--- config.mk ---
export PLATFORM = sky130hd
export DESIGN_NAME = hazard_forward_ctrl_flat
export DESIGN_NICKNAME = d
export VERILOG_FILES = /design/src/rtl/hazard_forward_ctrl_if.sv /design/src/rtl/hazard_forward_ctrl.sv /design/src/flat_wrapper.sv
export SDC_FILE = /design/constraint.sdc
export NUM_CORES = 1
export LEC_CHECK = 0
export CAP_MARGIN = 10
export CORE_ASPECT_RATIO = 0.75
export CORE_MARGIN = 2
export CORE_UTILIZATION = 34
export DETAILED_ROUTE_END_ITERATION = 8
export PLACE_DENSITY = 0.85
export SYNTH_ARGS = -nofsm -noshare
export SYNTH_HDL_FRONTEND = slang
export SYNTH_SLANG_ARGS = --single-unit
--- constraint.sdc ---
create_clock -name clk -period 2 [get_ports clk]
set_clock_uncertainty 0.15 [all_clocks]
set_input_delay 0.4 -clock clk [delete_from_list [all_inputs] [get_ports clk]]
set_output_delay 0.4 -clock clk [all_outputs]
set_load 0.03 [all_outputs]
--- src/rtl/hazard_forward_ctrl_if.sv ---
// Signal bundle between the vector-ALU pipeline and its hazard/forwarding controller.
// The perf counter wires exist only when HAZ_PERF_EN is defined.
interface hazard_forward_ctrl_if #(
  parameter int OP_SIZE = 24,
  parameter int REG_W   = 4
);
  logic               id_valid;
  logic [REG_W-1:0]   id_rs1;
  logic [REG_W-1:0]   id_rs2;
  logic [REG_W-1:0]   id_rs3;
  logic               id_use1;
  logic               id_use2;
  logic               id_use3;
  logic [REG_W-1:0]   id_rd;
  logic               id_we;
  logic               id_is_load;
  logic               branch_taken;
  logic               mem_ready;
  logic [OP_SIZE-1:0] mem_result;
  logic [OP_SIZE-1:0] wb_result;

  logic               fa;
  logic               fb;
  logic               fc;
  logic [OP_SIZE-1:0] forward1;
  logic [OP_SIZE-1:0] forward2;
  logic [OP_SIZE-1:0] forward3;
  logic               stall_id;
  logic               bubble_ex;
  logic               stall_all;
  logic               flush_id;
`ifdef HAZ_PERF_EN
  logic [31:0]        perf_stall_cnt;
  logic [31:0]        perf_fwd_cnt;
`endif

  modport master (
    output id_valid, id_rs1, id_rs2, id_rs3, id_use1, id_use2, id_use3,
    output id_rd, id_we, id_is_load, branch_taken, mem_ready, mem_result, wb_result,
    input  fa, fb, fc, forward1, forward2, forward3,
    input  stall_id, bubble_ex, stall_all, flush_id
`ifdef HAZ_PERF_EN
    , input perf_stall_cnt, perf_fwd_cnt
`endif
  );

  modport slave (
    input  id_valid, id_rs1, id_rs2, id_rs3, id_use1, id_use2, id_use3,
    input  id_rd, id_we, id_is_load, branch_taken, mem_ready, mem_result, wb_result,
    output fa, fb, fc, forward1, forward2, forward3,
    output stall_id, bubble_ex, stall_all, flush_id
`ifdef HAZ_PERF_EN
    , output perf_stall_cnt, perf_fwd_cnt
`endif
  );
endinterface

--- src/rtl/hazard_forward_ctrl.sv ---
// Hazard/forwarding controller for the ID/EX/MEM/WB vector-ALU pipeline.
// Define HAZ_PERF_EN to add saturating stall/forward performance counters.
module hazard_forward_ctrl #(
  parameter int OP_SIZE = 24,
  parameter int REG_W   = 4
) (
  input logic                  clk,
  input logic                  rst,
  hazard_forward_ctrl_if.slave bus
);
  typedef enum logic [1:0] {RUN, LU_STALL, MEM_WAIT} state_t;

  state_t                 state;
  state_t                 state_nxt;

  // Only EX and MEM producers are tracked: a result already in WB reaches
  // the regfile write-through, so it never needs forwarding at decode.
  logic [REG_W-1:0]       ex_rd;
  logic [REG_W-1:0]       mem_rd;
  logic                   ex_we;
  logic                   ex_ld;
  logic                   mem_we;
  logic                   mem_ld;

  logic [2:0]             f_q;
  logic [2:0]             src_q;

  logic [2:0][REG_W-1:0]  rs;
  logic [2:0]             used;
  logic [2:0]             hit_ex;
  logic [2:0]             hit_mem;
  logic                   mem_stall;
  logic                   advance;
  logic                   lu_hit;
  logic                   flush;
  logic                   load_use;
  logic                   kill_ex;

  assign rs   = {bus.id_rs3, bus.id_rs2, bus.id_rs1};
  assign used = {bus.id_use3, bus.id_use2, bus.id_use1} & {3{bus.id_valid}};

  always_comb begin
    hit_ex  = '0;
    hit_mem = '0;
    for (int i = 0; i < 3; i++) begin
      hit_ex[i]  = used[i] & ex_we  & (ex_rd  == rs[i]);
      hit_mem[i] = used[i] & mem_we & (mem_rd == rs[i]);
    end
  end

  assign mem_stall = mem_ld & ~bus.mem_ready;
  assign advance   = ~mem_stall;
  assign lu_hit    = ex_ld & (|hit_ex);

  // Priority: slow memory freezes everything, then branch flush, then load-use.
  always_comb begin
    state_nxt = state;
    flush     = 1'b0;
    load_use  = 1'b0;
    if (mem_stall) begin
      state_nxt = MEM_WAIT;
    end else if (bus.branch_taken) begin
      flush     = 1'b1;
      state_nxt = RUN;
    end else if (lu_hit) begin
      load_use  = 1'b1;
      state_nxt = LU_STALL;
    end else begin
      state_nxt = RUN;
    end
  end

  assign kill_ex       = flush | load_use;
  assign bus.stall_all = mem_stall;
  assign bus.stall_id  = load_use;
  assign bus.bubble_ex = kill_ex;
  assign bus.flush_id  = flush;

  always_ff @(posedge clk or posedge rst) begin
    if (rst) begin
      state <= RUN;
    end else begin
      state <= state_nxt;
    end
  end

  // Shadow pipe and EX forward selects move together, only on advancing cycles.
  always_ff @(posedge clk or posedge rst) begin
    if (rst) begin
      ex_rd  <= '0;
      ex_we  <= 1'b0;
      ex_ld  <= 1'b0;
      mem_rd <= '0;
      mem_we <= 1'b0;
      mem_ld <= 1'b0;
      f_q    <= '0;
      src_q  <= '0;
    end else if (advance) begin
      mem_rd <= ex_rd;
      mem_we <= ex_we;
      mem_ld <= ex_ld;
      if (kill_ex) begin
        ex_rd <= '0;
        ex_we <= 1'b0;
        ex_ld <= 1'b0;
        f_q   <= '0;
        src_q <= '0;
      end else begin
        ex_rd <= bus.id_rd;
        ex_we <= bus.id_valid & bus.id_we & (|bus.id_rd);
        ex_ld <= bus.id_valid & bus.id_is_load;
        f_q   <= hit_ex | hit_mem;
        src_q <= ~hit_ex & hit_mem;
      end
    end
  end

  assign bus.fa       = f_q[0];
  assign bus.fb       = f_q[1];
  assign bus.fc       = f_q[2];
  assign bus.forward1 = src_q[0] ? bus.wb_result : bus.mem_result;
  assign bus.forward2 = src_q[1] ? bus.wb_result : bus.mem_result;
  assign bus.forward3 = src_q[2] ? bus.wb_result : bus.mem_result;

`ifdef HAZ_PERF_EN
  logic [31:0] stall_cnt;
  logic [31:0] fwd_cnt;

  always_ff @(posedge clk or posedge rst) begin
    if (rst) begin
      stall_cnt <= '0;
      fwd_cnt   <= '0;
    end else begin
      if ((load_use | mem_stall) && (stall_cnt != 32'hFFFF_FFFF)) begin
        stall_cnt <= stall_cnt + 32'd1;
      end
      if (advance && (|f_q) && (fwd_cnt != 32'hFFFF_FFFF)) begin
        fwd_cnt <= fwd_cnt + 32'd1;
      end
    end
  end

  assign bus.perf_stall_cnt = stall_cnt;
  assign bus.perf_fwd_cnt   = fwd_cnt;
`endif
endmodule

--- src/flat_wrapper.sv ---
// flat-port wrapper written by rule: the top's interface ports become plain ports
module hazard_forward_ctrl_flat 
#(
  parameter int OP_SIZE = 24,
  parameter int REG_W   = 4
)
  (clk, rst, bus_id_valid, bus_id_rs1, bus_id_rs2, bus_id_rs3, bus_id_use1, bus_id_use2, bus_id_use3, bus_id_rd, bus_id_we, bus_id_is_load, bus_branch_taken, bus_mem_ready, bus_mem_result, bus_wb_result, bus_fa, bus_fb, bus_fc, bus_forward1, bus_forward2, bus_forward3, bus_stall_id, bus_bubble_ex, bus_stall_all, bus_flush_id);
  hazard_forward_ctrl_if #(.OP_SIZE(OP_SIZE), .REG_W(REG_W)) bus_i ();
  input logic clk;
  input logic rst;
  input wire logic [$bits(bus_i.id_valid)-1:0] bus_id_valid;
  input wire logic [$bits(bus_i.id_rs1)-1:0] bus_id_rs1;
  input wire logic [$bits(bus_i.id_rs2)-1:0] bus_id_rs2;
  input wire logic [$bits(bus_i.id_rs3)-1:0] bus_id_rs3;
  input wire logic [$bits(bus_i.id_use1)-1:0] bus_id_use1;
  input wire logic [$bits(bus_i.id_use2)-1:0] bus_id_use2;
  input wire logic [$bits(bus_i.id_use3)-1:0] bus_id_use3;
  input wire logic [$bits(bus_i.id_rd)-1:0] bus_id_rd;
  input wire logic [$bits(bus_i.id_we)-1:0] bus_id_we;
  input wire logic [$bits(bus_i.id_is_load)-1:0] bus_id_is_load;
  input wire logic [$bits(bus_i.branch_taken)-1:0] bus_branch_taken;
  input wire logic [$bits(bus_i.mem_ready)-1:0] bus_mem_ready;
  input wire logic [$bits(bus_i.mem_result)-1:0] bus_mem_result;
  input wire logic [$bits(bus_i.wb_result)-1:0] bus_wb_result;
  output wire logic [$bits(bus_i.fa)-1:0] bus_fa;
  output wire logic [$bits(bus_i.fb)-1:0] bus_fb;
  output wire logic [$bits(bus_i.fc)-1:0] bus_fc;
  output wire logic [$bits(bus_i.forward1)-1:0] bus_forward1;
  output wire logic [$bits(bus_i.forward2)-1:0] bus_forward2;
  output wire logic [$bits(bus_i.forward3)-1:0] bus_forward3;
  output wire logic [$bits(bus_i.stall_id)-1:0] bus_stall_id;
  output wire logic [$bits(bus_i.bubble_ex)-1:0] bus_bubble_ex;
  output wire logic [$bits(bus_i.stall_all)-1:0] bus_stall_all;
  output wire logic [$bits(bus_i.flush_id)-1:0] bus_flush_id;
  assign bus_i.id_valid = bus_id_valid;
  assign bus_i.id_rs1 = bus_id_rs1;
  assign bus_i.id_rs2 = bus_id_rs2;
  assign bus_i.id_rs3 = bus_id_rs3;
  assign bus_i.id_use1 = bus_id_use1;
  assign bus_i.id_use2 = bus_id_use2;
  assign bus_i.id_use3 = bus_id_use3;
  assign bus_i.id_rd = bus_id_rd;
  assign bus_i.id_we = bus_id_we;
  assign bus_i.id_is_load = bus_id_is_load;
  assign bus_i.branch_taken = bus_branch_taken;
  assign bus_i.mem_ready = bus_mem_ready;
  assign bus_i.mem_result = bus_mem_result;
  assign bus_i.wb_result = bus_wb_result;
  assign bus_fa = bus_i.fa;
  assign bus_fb = bus_i.fb;
  assign bus_fc = bus_i.fc;
  assign bus_forward1 = bus_i.forward1;
  assign bus_forward2 = bus_i.forward2;
  assign bus_forward3 = bus_i.forward3;
  assign bus_stall_id = bus_i.stall_id;
  assign bus_bubble_ex = bus_i.bubble_ex;
  assign bus_stall_all = bus_i.stall_all;
  assign bus_flush_id = bus_i.flush_id;
  hazard_forward_ctrl #(.OP_SIZE(OP_SIZE), .REG_W(REG_W)) u_core (.clk(clk), .rst(rst), .bus(bus_i));
endmodule
==> impl_metrics.py <==
metrics = {
    "route": {
        "avgViaCountPerCell": 5.13,
        "first_pass_iters": 4,
        "detail_route.wl_per_cell_um": 19.8,
        "ant_nets": 0,
        "route.vias.total": 2289,
        "drt_iter0_drc": 131,
        "finalWirelength_um": 8820,
        "drc": 0,
    },
    "timing": {
        "slew_viol_final": 0,
        "worst_slew_pin_slew_ps": 696,
        "setup_viol": 14,
        "layout_setup_ws_ps": -452,
        "fmax_mhz": 408,
        "fin_crit_ps": 2450,
        "max_slew_margin": 0.535,
        "rsz0062_at_grt": "true",
        "final_hold_viol_count": 0,
        "whs_ps": 394,
        "period_share": 1.23,
    },
    "cts": {
        "numCtsBuffers": 3,
        "clk_pin_slew_ps": 70,
        "root_buffer": "clkbuf_8",
        "clk_latency_ps": 260,
        "ctsHoldBuffers": 0,
        "cts_tree": "built",
        "clockBufferDepth": 2,
        "h-tree-depth": 1,
        "clock_sinks": 18,
    },
    "synth": {
        "yosysUniqueCellTypes": 27,
        "ys_warn_count": 0,
        "avgSynthCellArea_um2": 10.9,
        "synth_async_sr_flop_share": 1.00,
        "synth-seq-area-share": 0.230,
        "syn_area_um2": 1960,
        "syn_nets": 254,
        "syn_inst": 180,
        "synth_edf_count": 0,
        "ys.flop_type": "dfrtp_1",
        "ys_seq_elements": 18,
    },
    "outcome": {
        "violations": "setup timing",
        "outcome": "complete, but fails checks",
    },
    "grt": {
        "antenna_found_initial": 1,
        "grt_usage": 0.247,
        "grt_max_degree": 25,
        "grt_pass1_vias": 2293,
        "grt_pass1_wl_um": 12600,
        "grt_overflow": 0,
    },
    "finish": {
        "fin_util": 0.748,
        "nets": 445,
        "areaGrowthSynthToFinish_pct": 108,
        "final_cell_area_um2": 4070,
        "layout-drive-gt1-share": 0.635,
    },
    "floorplanning": {
        "fp.dieW_um": 91.7,
        "ioPinCount": 153,
        "coreArea_um2": 5440,
        "fp.dieH_um": 69.7,
        "start_util": 0.360,
        "dieArea_um2": 6390,
        "rows": 23,
    },
    "placed_design": {
        "postPlaceCellArea_um2": 3760,
        "place.gp.congestion": 0.874,
        "dpl.hpwl_um": 6140,
        "io_buffers": 152,
    },
    "pwr": {
        "total_power_mw": 1.53,
        "p_per_area_nw_per_um2": 375,
        "p_leak_nw": 1.78,
        "peakVddDrop_v": 0.000396,
    },
    "worst_hold_path": {
        "hold_path_class": "flop to flop",
    },
    "setup_path": {
        "setup.worst_path.class": "flop to output pin",
        "cp-end-kind": "output pin",
        "startpoint_type": "flop",
        "crit_required_ps": 1450,
        "arrival_ps": 1900,
        "path_max_fanout": 4,
    },
    "flow_run": {
        "maxCapViolCount": 0,
    },
}
[state kept, by name, indices dropped and copies added, names as in the netlist]
name and count:
u_core.mem_rd 4, u_core.src_q 3, u_core.f_q 3, u_core.ex_rd 4, u_core.mem_we 1, u_core.ex_ld 1, u_core.ex_we 1, u_core.mem_ld 1
[worst paths after layout]
path	startpoint	to	slack, ps	depth (start not counted)
min	u_core.f_q[0]$_DFFE_PP0N_	u_core.f_q[0]$_DFFE_PP0N_	390	1
max	u_core.ex_rd[2]$_DFFE_PP0N_	bus_bubble_ex	-450	6
min reg2reg	u_core.f_q[0]$_DFFE_PP0N_	u_core.f_q[0]$_DFFE_PP0N_	390	1
max reg2reg	u_core.ex_rd[2]$_DFFE_PP0N_	u_core.src_q[1]$_DFFE_PP0N_	-130	7
min in group asynchronous	rst	u_core.f_q[1]$_DFFE_PP0N_	400	2
max in group asynchronous	rst	u_core.src_q[1]$_DFFE_PP0N_	820	2
[cells in the final DEF, fill, tap and decap left out, types with 3 or more instances in the layout]
cell type / count
buf_6: 7
xor2_1: 10
clkbuf_8: 4
buf_12: 12
dfrtp_2: 6
nor2_1: 3
a32o_1: 6
dlygate4sd2_1: 12
a22o_2: 5
nor4_1: 3
dlymetal6s2s_1: 3
nand3_1: 3
o21a_1: 3
xor2_2: 5
clkdlybuf4s50_1: 61
mux2_2: 77
dfrtp_1: 12
xnor2_1: 7
buf_4: 101
[power breakdown]
| part | switching [mW] | internal (mW) | leakage [nW] |
|---|---|---|---|
| clock network | 0.125 | 0.175 | 0.0288 |
| registers | 0.0350 | 0.385 | 0.232 |
| logic | 0.391 | 0.415 | 1.51 |
| total | 0.551 | 0.975 | 1.78 |
[critical path, cell delays in order (launching register included)]
cell and delay [ps]:
dfrtp_2 460, buf_6 150, xor2_4 190, nor4_4 370, o31ai_4 160, a21oi_4 170
buf_6 140
[metal layers]
layer	GRT usage	up-vias	wire, µm
met5	0	-	0
met4	0.0774	0	225
met1	0.303	1127	3600
met2	0.441	88	4630
met3	0.0391	21	368
li1	-	1053	-
[what timing repair did]
action	4_1_cts	5_1_grt
setup buffers	3	8
gates cloned	0	3
pin swaps	12	13
endpoints found under the setup margin	16	32
gates resized for setup	31	12
[metrics by stage]
| step | setup TNS [ps] | std cells | setup WS, ps |
|---|---|---|---|
| after floorplan | -130 | 180 | -69.0 |
| after global placement | -4800 | 428 | -503 |
| after detailed placement | -5070 | 428 | -498 |
| after CTS | -702 | 435 | -377 |
| after global routing | -2320 | 446 | -485 |
| final | -2050 | 446 | -452 |
[cells in the mapped netlist (3+ instances only)]
cell type,instances,area [µm²]
nor3_1,3,15.0
clkbuf_1,8,30.0
mux2_2,77,867
nand3_1,4,20.0
a22o_2,5,50.1
dfrtp_1,18,450
xor2_1,16,140
xnor2_1,8,70.1
buf_1,4,15.0
nor4_1,4,25.0
a32o_1,6,60.1
o21a_1,3,22.5
nor2_1,4,15.0
[cell type report]
class | count | area [µm²]
Fill cell | 361 | 1370
Tap cell | 75 | 93.8
Clock buffer | 4 | 55.1
Inverter | 2 | 7.51
Multi-Input combinational cell | 147 | 1560
Timing Repair Buffer | 199 | 1900
Sequential cell | 18 | 458
Antenna cell | 1 | 2.50
[cell families (layout without fill, tap and decap cells)]
kind of cell | after synthesis | count (layout) | share of synthesized area
muxes | 77 | 77 | 0.443
and+or+nand+nor | 29 | 29 | 0.102
xor gates and xnor gates | 24 | 24 | 0.107
DFF | 18 | 18 | 0.230
AOI/OAI and AO/OA | 17 | 17 | 0.0862
buffers and inverters | 15 | 205 | 0.0326
other | 0 | 1 | 0
(Power assumes the default switching activity.)
